File: config.mk
export PLATFORM = sky130hd
export DESIGN_NAME = r0_arith_unit
export DESIGN_NICKNAME = d
export VERILOG_FILES = /design/src/rtl/r0_arith_unit.sv
export SDC_FILE = /design/constraint.sdc
export NUM_CORES = 1
export LEC_CHECK = 0
export ABC_AREA = 0
export CAP_MARGIN = 20
export CORE_ASPECT_RATIO = 0.75
export CORE_UTILIZATION = 55
export DETAILED_ROUTE_END_ITERATION = 10
export GPL_TIMING_DRIVEN = 0
export HOLD_SLACK_MARGIN = 0.03
export PLACE_DENSITY_LB_ADDON = 0.08
export SLEW_MARGIN = 20
export SYNTH_ARGS = -nofsm -noshare
export SYNTH_HDL_FRONTEND = slang
export SYNTH_SLANG_ARGS = --single-unit
File: constraint.sdc
create_clock -name clk -period 3.6 [get_ports clk]
set_clock_uncertainty 0.15 [all_clocks]
set_input_delay 0.72 -clock clk [delete_from_list [all_inputs] [get_ports clk]]
set_output_delay 0.72 -clock clk [all_outputs]
set_load 0.01 [all_outputs]
File: src/rtl/r0_arith_unit.sv
// Multi-cycle arithmetic unit: single-cycle ADD/SUB/NEG, iterative Booth or shift-add MUL.
// Define ALU_FLAGS_EN to add the registered {Z,N,C,V} flags output.
module r0_arith_unit #(
  parameter int WIDTH      = 8,
  parameter bit MUL_SIGNED = 1'b1
) (
  input  logic             clk,
  input  logic             rst_n,
  input  logic             en,
  input  logic             start,
  input  logic [1:0]       state,
  input  logic [WIDTH-1:0] value1,
  input  logic [WIDTH-1:0] value2,
  output logic [WIDTH-1:0] Output1,
  output logic [WIDTH-1:0] Output2,
  output logic             busy,
  output logic             ready
`ifdef ALU_FLAGS_EN
  ,
  output logic [3:0]       flags
`endif
);

  localparam int CW = $clog2(WIDTH + 1);
  localparam logic [WIDTH-1:0] MIN_NEG = {1'b1, {(WIDTH-1){1'b0}}};

  typedef enum logic [1:0] {S_IDLE, S_EXEC, S_MUL} fsm_e;
  typedef enum logic [1:0] {OP_ADD, OP_SUB, OP_MUL, OP_NEG} op_e;

  fsm_e             r_state, w_next;
  op_e              r_op;
  logic [WIDTH-1:0] r_a, r_b;
  logic [WIDTH:0]   r_acc;
  logic             r_qm1;
  logic [CW-1:0]    r_cnt;

  logic [WIDTH:0]     w_m_ext, w_step, w_acc_next;
  logic [WIDTH-1:0]   w_q_next;
  logic [2*WIDTH-1:0] w_prod;
  logic [WIDTH-1:0]   w_b_eff, w_res;
  logic [WIDTH:0]     w_sum;
  logic               w_c, w_v;
  logic               w_mul_done;

  assign busy       = (r_state != S_IDLE);
  assign w_mul_done = (r_state == S_MUL) && (r_cnt == '0);

  // NOTE: every always_comb assigns its outputs a default first, so no path can infer a latch.
  always_comb begin
    w_next = r_state;
    case (r_state)
      S_IDLE:  if (start) w_next = (op_e'(state) == OP_MUL) ? S_MUL : S_EXEC;
      S_EXEC:  w_next = S_IDLE;
      S_MUL:   if (r_cnt == '0) w_next = S_IDLE;
      default: w_next = S_IDLE;
    endcase
  end

  // One multiply step; accumulator carries an extra bit so A-M/A+M never wraps.
  always_comb begin
    w_m_ext = MUL_SIGNED ? {r_a[WIDTH-1], r_a} : {1'b0, r_a};
    w_step  = r_acc;
    if (MUL_SIGNED) begin
      case ({r_b[0], r_qm1})
        2'b01:   w_step = r_acc + w_m_ext;
        2'b10:   w_step = r_acc - w_m_ext;
        default: w_step = r_acc;
      endcase
    end else if (r_b[0]) begin
      w_step = r_acc + w_m_ext;
    end
    w_acc_next = {(MUL_SIGNED ? w_step[WIDTH] : 1'b0), w_step[WIDTH:1]};
    w_q_next   = {w_step[0], r_b[WIDTH-1:1]};
  end

  // Multiplier bits shift out of r_b as the low product half shifts in.
  assign w_prod = {r_acc[WIDTH-1:0], r_b};

  // SUB reuses the adder as a + ~b + 1, so carry and overflow share one expression.
  always_comb begin
    w_b_eff = (r_op == OP_SUB) ? ~r_b : r_b;
    w_sum   = {1'b0, r_a} + {1'b0, w_b_eff} + {{WIDTH{1'b0}}, (r_op == OP_SUB)};
    w_res   = w_sum[WIDTH-1:0];
    w_c     = w_sum[WIDTH];
    w_v     = (r_a[WIDTH-1] == w_b_eff[WIDTH-1]) && (w_res[WIDTH-1] != r_a[WIDTH-1]);
    if (r_op == OP_NEG) begin
      w_res = ~r_a + 1'b1;
      w_c   = 1'b0;
      w_v   = (r_a == MIN_NEG);
    end
  end

  // NOTE: sequential state uses non-blocking (<=) so every register samples pre-edge values.
  always_ff @(posedge clk or negedge rst_n) begin
    if (!rst_n)  r_state <= S_IDLE;
    else if (en) r_state <= w_next;
  end

  always_ff @(posedge clk or negedge rst_n) begin
    if (!rst_n) begin
      r_op  <= OP_ADD;
      r_a   <= '0;
      r_b   <= '0;
      r_acc <= '0;
      r_qm1 <= 1'b0;
      r_cnt <= '0;
    end else if (en) begin
      if (r_state == S_IDLE && start) begin
        r_op  <= op_e'(state);
        r_a   <= value1;
        r_b   <= value2;
        r_acc <= '0;
        r_qm1 <= 1'b0;
        r_cnt <= CW'(WIDTH);
      end else if (r_state == S_MUL && r_cnt != '0) begin
        r_acc <= w_acc_next;
        r_b   <= w_q_next;
        r_qm1 <= r_b[0];
        r_cnt <= r_cnt - 1'b1;
      end
    end
  end

  always_ff @(posedge clk or negedge rst_n) begin
    if (!rst_n) begin
      Output1 <= '0;
      Output2 <= '0;
      ready   <= 1'b0;
`ifdef ALU_FLAGS_EN
      flags   <= 4'b0000;
`endif
    end else if (en) begin
      ready <= 1'b0;
      if (r_state == S_EXEC) begin
        Output1 <= w_res;
        Output2 <= '0;
        ready   <= 1'b1;
`ifdef ALU_FLAGS_EN
        flags <= {(w_res == '0), w_res[WIDTH-1],
                  (r_op != OP_NEG) && w_c, w_v};
`endif
      end else if (w_mul_done) begin
        Output1 <= w_prod[2*WIDTH-1:WIDTH];
        Output2 <= w_prod[WIDTH-1:0];
        ready   <= 1'b1;
`ifdef ALU_FLAGS_EN
        flags <= {(w_prod == '0), w_prod[2*WIDTH-1], 1'b0, 1'b0};
`endif
      end
    end
  end

endmodule

==> qor.txt, run 1 <==
First DRT Iteration DRCs: 244
Synth top area share: 0.385
Num CTS Buffers: 5
Commonest cells post-synth: nand2_1, dfrtp_1, o21ai_0, nor2_1, xnor2_1
Sequential fraction of the synthesis area: 0.385
Die X: 90.8 um
Distinct cells, synth: 44
Final hold violation count: 0
Multi-input logic area: 0.00187 sq mm
Initial Utilization: 0.588
Reg-to-Reg Start: r_b[0]
Crit path DAT: 3.35 ns
Setup TNS: 0 ns
Internal power: 2.20 mW
Die H: 68.6 um
Ys Warns: 0
Antenna violations before repair: 0
Worst r2r path cells: 10
DR DRC count: 0
Post-CTS setup buffer count: 0
VDD IR max: 0.459 mV
CP max-delay cell: dfrtp_1
Class of the worst hold path: in2async
Fin worst setup slack: 0.324 ns
Seq pwr share: 0.268
Final std cells w/o fill: 514
Core box area: 0.00553 sq mm
IO Count: 40
WS Path Type: reg2reg
CTS root buf: clkbuf_8
Leakage: 1.70 nW
Status: finished, final reports clean
Unrepaired setup endpoints after global routing: false
Period utilization: 0.910
Combinational Power Share: 0.647
Biggest area consumer among synthesized cells: dfrtp_1
Remaining Overflow, GRT: 0
Worst Tran Pin Value: 0.625 ns
Clock insertion delay at the later pin of the skew report: 0.30 ns
Synth Area per Inst: 8.31 sq um
Mapped Area: 0.00325 sq mm
Final setup viols: 0
CTS tree: built
Slew Viols, Final: 0
Global Route Usage Sum: 0.283
Worst EP required: 3.67 ns
Diode count: 0
Pin count of the biggest net entering global routing: 31
Critical path endpoint category: flip-flop
Die ar.: 0.00623 sq mm
Vias: 2926
MaxCap Viol Count: 0
H-tree depth: 2
Min Tclk post-route: 3.28 ns
Vias per cell: 5.69
Num rows: 23
GPL Wtd Cong: 0.901
CP max FO: 8
Clock share of power: 0.085
Post-synth EDFFs: 0
Vias in the first global route: 2720
Flop-to-flop setup slack: 0.32 ns
Fmax: 305 MHz
Most frequent cell after synthesis: nand2_1
Largest cells by area after synthesis: dfrtp_1, nand2_1, ha_1
Flops & latches, synth: 50
Post-CTS Hold Fix Bufs: 0
Area taken by flip-flops and latches: 0.00125 sq mm
P&R area growth vs syn: 18.3%
Placed cells: 506
WL/cell: 15.9 um
Clock Sinks: 50
Max Buffers Root-to-Sink: 2
Post-synthesis cell count: 391
Switching share of total power: 0.467
FF-to-FF End: r_acc[7]
Post-DRT Antenna Nets: 0
CTS resizes: 0
Post-DP HPWL: 6150 um
Port bufs: 39
Top delay family on crit path: adder cells
Final #Nets: 479
Final Power: 4.13 mW
Async S/R FF share, synth: 1.00
Pre-CTS worst setup slack: 0.407 ns
First-pass DRT Iterations: 5
Startpoint types: flip-flop
Global-route wire length before repair: 13400 um
Pwr Density: 1070 mW/mm^2
Fillers: 491
Synth Net Count: 432
Routed WL: 8180 um
Switch Pwr: 1.93 mW
Post-synth top flop: dfrtp_1
Max-slew headroom: 0.584
Clk pin slew, worst setup/hold paths: 0.10 ns
Fraction of layout cells with a size suffix above 1: 0.0410
Cell Chain, Critical Path: ha_1 -> clkbuf_1 -> mux2_2 -> fa_1 -> nor2b_1 -> o31a_1 -> o21ai_0 -> xor2_1 -> and3_1 -> nor3_1
Worst Path Buf+Inv: 1
Worst path max stage delay: 0.54 ns
## state kept, by name, summed over array words and instances, names as in the netlist, 2 cells and up
signal	flops
Output1	8
Output2	8
r_a	8
r_acc	8
r_b	8
r_cnt	4
r_op	2
r_state	2
## metrics by stage
| step | utilization | area [sq um] | hold slack (ns) |
|---|---|---|---|
| after floorplan | - | 3250 | 0.274 |
| final | 0.696 | 3840 | 0.221 |
| after global placement | 0.676 | 3730 | 0.312 |
| after detailed placement | 0.679 | 3750 | 0.321 |
| after global routing | 0.696 | 3840 | 0.250 |
| after CTS | 0.696 | 3840 | 0.243 |
## cell type report
| class | count | area share |
|---|---|---|
| well taps | 75 | 0.0244 |
| inverters | 11 | 0.0107 |
| plain buffers | 21 | 0.0234 |
| repair buffers | 40 | 0.105 |
| clock buffers | 6 | 0.0215 |
| flip-flops and latches | 50 | 0.325 |
| multi-input cells | 309 | 0.486 |
| clock inverters | 2 | 0.00325 |
## power by group through the flow
stage               logic [mW]  clock network (mW)  registers [mW]
floorplan                 1.99                   0            1.04
global placement          2.54                   0            1.10
detailed placement        2.62                   0            1.11
CTS                       2.65               0.351            1.10
global route              2.99               0.375            1.14
finish                    2.67               0.350            1.11
## logic make-up after synthesis
| logic type | share of synthesized area |
|---|---|
| AO/OA/AOI/OAI | 0.192 |
| XOR/XNOR | 0.0808 |
| adder cells (fa/ha/maj) | 0.0778 |
| buffers and inverters | 0.0404 |
| flip-flops | 0.385 |
| multiplexers | 0.0127 |
| AND/OR/NAND/NOR | 0.211 |
## worst max path at each step
| stage | startpoint | to | slack [ns] | cells past startpoint |
|---|---|---|---|---|
| 2_1_floorplan | r_a[2] | r_acc[6] | 0.82 | 11 |
| 3_3_place_gp | rst_n | r_b[4] | 0.21 | 1 |
| 3_5_place_dp | r_b[0] | r_acc[7] | 0.41 | 10 |
| 4_1_cts | r_b[0] | r_acc[7] | 0.35 | 10 |
| 5_1_grt | r_b[0] | r_acc[7] | 0.16 | 10 |
| 6_report | r_b[0] | r_acc[7] | 0.32 | 10 |
## layer usage
metal,wire length (um),track usage
met5,0,0
met4,125,0.0933
met3,515,0.0515
met2,3400,0.426
met1,4140,0.414
## cell usage in the layout (no fill, tap or decap), types with 4 or more instances in the layout
cell type,count
nor2_1,30
inv_1,11
o21a_1,8
a211oi_1,6
dfrtp_1,50
a31oi_1,4
buf_2,4
nor2b_1,5
o21ai_0,33
and3_1,4
nand2b_1,4
clkdlybuf4s50_1,38
o22ai_1,4
nand2_1,86
a22oi_1,7
clkbuf_1,17
ha_1,17
nor3_1,6
a21oi_1,21
clkbuf_8,6
nand3_1,9
xor2_1,8
xnor2_1,22
Power figures use the tool's default switching activity.
==> run 2, diff against run 1 <==
--- a/config.mk
+++ b/config.mk
@@ -12,3 +12,2 @@
 export DETAILED_ROUTE_END_ITERATION = 10
-export GPL_TIMING_DRIVEN = 0
 export HOLD_SLACK_MARGIN = 0.03
--- a/constraint.sdc
+++ b/constraint.sdc
@@ -4,2 +4,2 @@
 set_output_delay 0.72 -clock clk [all_outputs]
-set_load 0.01 [all_outputs]
+set_load 0.005 [all_outputs]
==> qor.txt, run 2 (synthesis results as in run 1) <==
IO Count: 40
Worst EP required: 3.68 ns
Max-slew headroom: 0.308
Die X: 90.8 um
First DRT Iteration DRCs: 305
Post-DP HPWL: 5820 um
Routed WL: 7780 um
Post-CTS Hold Fix Bufs: 0
Area taken by flip-flops and latches: 0.00125 sq mm
WL/cell: 15.6 um
Final hold violation count: 0
CP max-delay cell: dfrtp_1
Period utilization: 0.838
Worst path max stage delay: 0.47 ns
Startpoint types: flip-flop
Antenna violations before repair: 0
Clock Sinks: 50
Leakage: 1.68 nW
Die H: 68.6 um
VDD IR max: 0.444 mV
WS Path Type: reg2reg
H-tree depth: 2
Global Route Usage Sum: 0.271
Slew Viols, Final: 0
First-pass DRT Iterations: 4
Die ar.: 0.00623 sq mm
CTS tree: built
Remaining Overflow, GRT: 0
Fraction of layout cells with a size suffix above 1: 0.0427
Diode count: 0
Multi-input logic area: 0.00187 sq mm
GPL Wtd Cong: 0.911
Port bufs: 39
Cell Chain, Critical Path: inv_1 -> ha_1 -> nor3b_2 -> a21oi_1 -> xnor2_1 -> ha_1 -> or3_1 -> o32ai_1 -> xnor2_1 -> mux2i_1 -> o21ai_0
P&R area growth vs syn: 16.1%
Clk pin slew, worst setup/hold paths: 0.09 ns
CTS resizes: 0
Initial Utilization: 0.588
Clock insertion delay at the later pin of the skew report: 0.31 ns
Most frequent cells in the layout: nand2_1, dfrtp_1, clkdlybuf4s50_1
Max Buffers Root-to-Sink: 2
Final std cells w/o fill: 497
Pre-CTS worst setup slack: 0.624 ns
Fillers: 467
Worst Tran Pin Value: 1.03 ns
Post-DRT Antenna Nets: 0
Commonest non-fill, non-tap cell in the layout: nand2_1
Fin worst setup slack: 0.583 ns
Global-route wire length before repair: 12900 um
Fmax: 331 MHz
Crit path DAT: 3.09 ns
Class of the worst hold path: in2async
Status: finished, final reports clean
Setup TNS: 0 ns
DR DRC count: 0
Vias per cell: 5.60
CP max FO: 6
MaxCap Viol Count: 0
Placed cells: 489
CTS root buf: clkbuf_8
Final #Nets: 462
Num CTS Buffers: 5
Pin count of the biggest net entering global routing: 33
Final setup viols: 0
Vias: 2781
Core box area: 0.00553 sq mm
Post-CTS setup buffer count: 0
Unrepaired setup endpoints after global routing: false
Critical path endpoint category: flip-flop
Num rows: 23
Vias in the first global route: 2527
Min Tclk post-route: 3.02 ns
Pwr Density: 1070 mW/mm^2
Flop-to-flop setup slack: 0.58 ns
-- run 2: changes by cell type in the layout (fill, tap and decap cells not counted) --
cell,previous run,this run
buf_12,1,0
buf_2,4,1
buf_4,0,5
buf_6,1,0
clkbuf_1,17,0
-- run 2: critical path, delay by kind of cell, from the launching register on --
kind / cells / cell delay, ns
buffers and inverters: 1 / 0.15
xor gates and xnor gates: 2 / 0.30
muxes: 1 / 0.08
and+or+nand+nor: 2 / 0.72
DFF: 1 / 0.47
AOI/OAI and AO/OA: 3 / 0.63
adders and majority gates: 2 / 0.44
-- run 2: path summary, 6_finish.rpt --
check,from,to,cells after the start
min,rst_n,r_acc[2],1
max in group asynchronous,rst_n,Output2[4],2
min reg2reg,Output1[4],Output1[4],2
max,r_a[0],r_acc[6],11
min in group clk,Output1[4],Output1[4],2
max reg2reg,r_a[0],r_acc[6],11
-- run 2: report_power, final --
group,switching (mW),total [mW],internal (mW)
Combinational,1.35,2.58,1.22
Clock,0.196,0.351,0.155
Sequential,0.327,1.13,0.801
-- run 2: routing by layer --
metal / track usage / routed length, um / share of wire
met5: 0 / 0 / 0
met4: 0.0833 / 110 / 0.014
met3: 0.0406 / 541 / 0.070
met2: 0.384 / 3100 / 0.40
met1: 0.422 / 4020 / 0.52
-- run 2: layout make-up --
class | instances | area share
Clock buffer | 6 | 0.0219
Multi-Input combinational cell | 309 | 0.495
Clock inverter | 2 | 0.00332
Timing Repair Buffer | 44 | 0.112
Tap cell | 75 | 0.0249
Inverter | 11 | 0.0109
Sequential cell | 50 | 0.332
-- run 2: metrics by stage --
stage | util | hold slack [ns] | total power, mW | area, sq um
4_1_cts | 0.683 | 0.333 | 4.02 | 3770
5_1_grt | 0.683 | 0.369 | 4.44 | 3770
2_1_floorplan | - | 0.274 | 3.00 | 3250
6_report | 0.683 | 0.298 | 4.05 | 3770
3_3_place_gp | 0.666 | 0.311 | 3.61 | 3680
3_5_place_dp | 0.666 | 0.319 | 3.66 | 3680
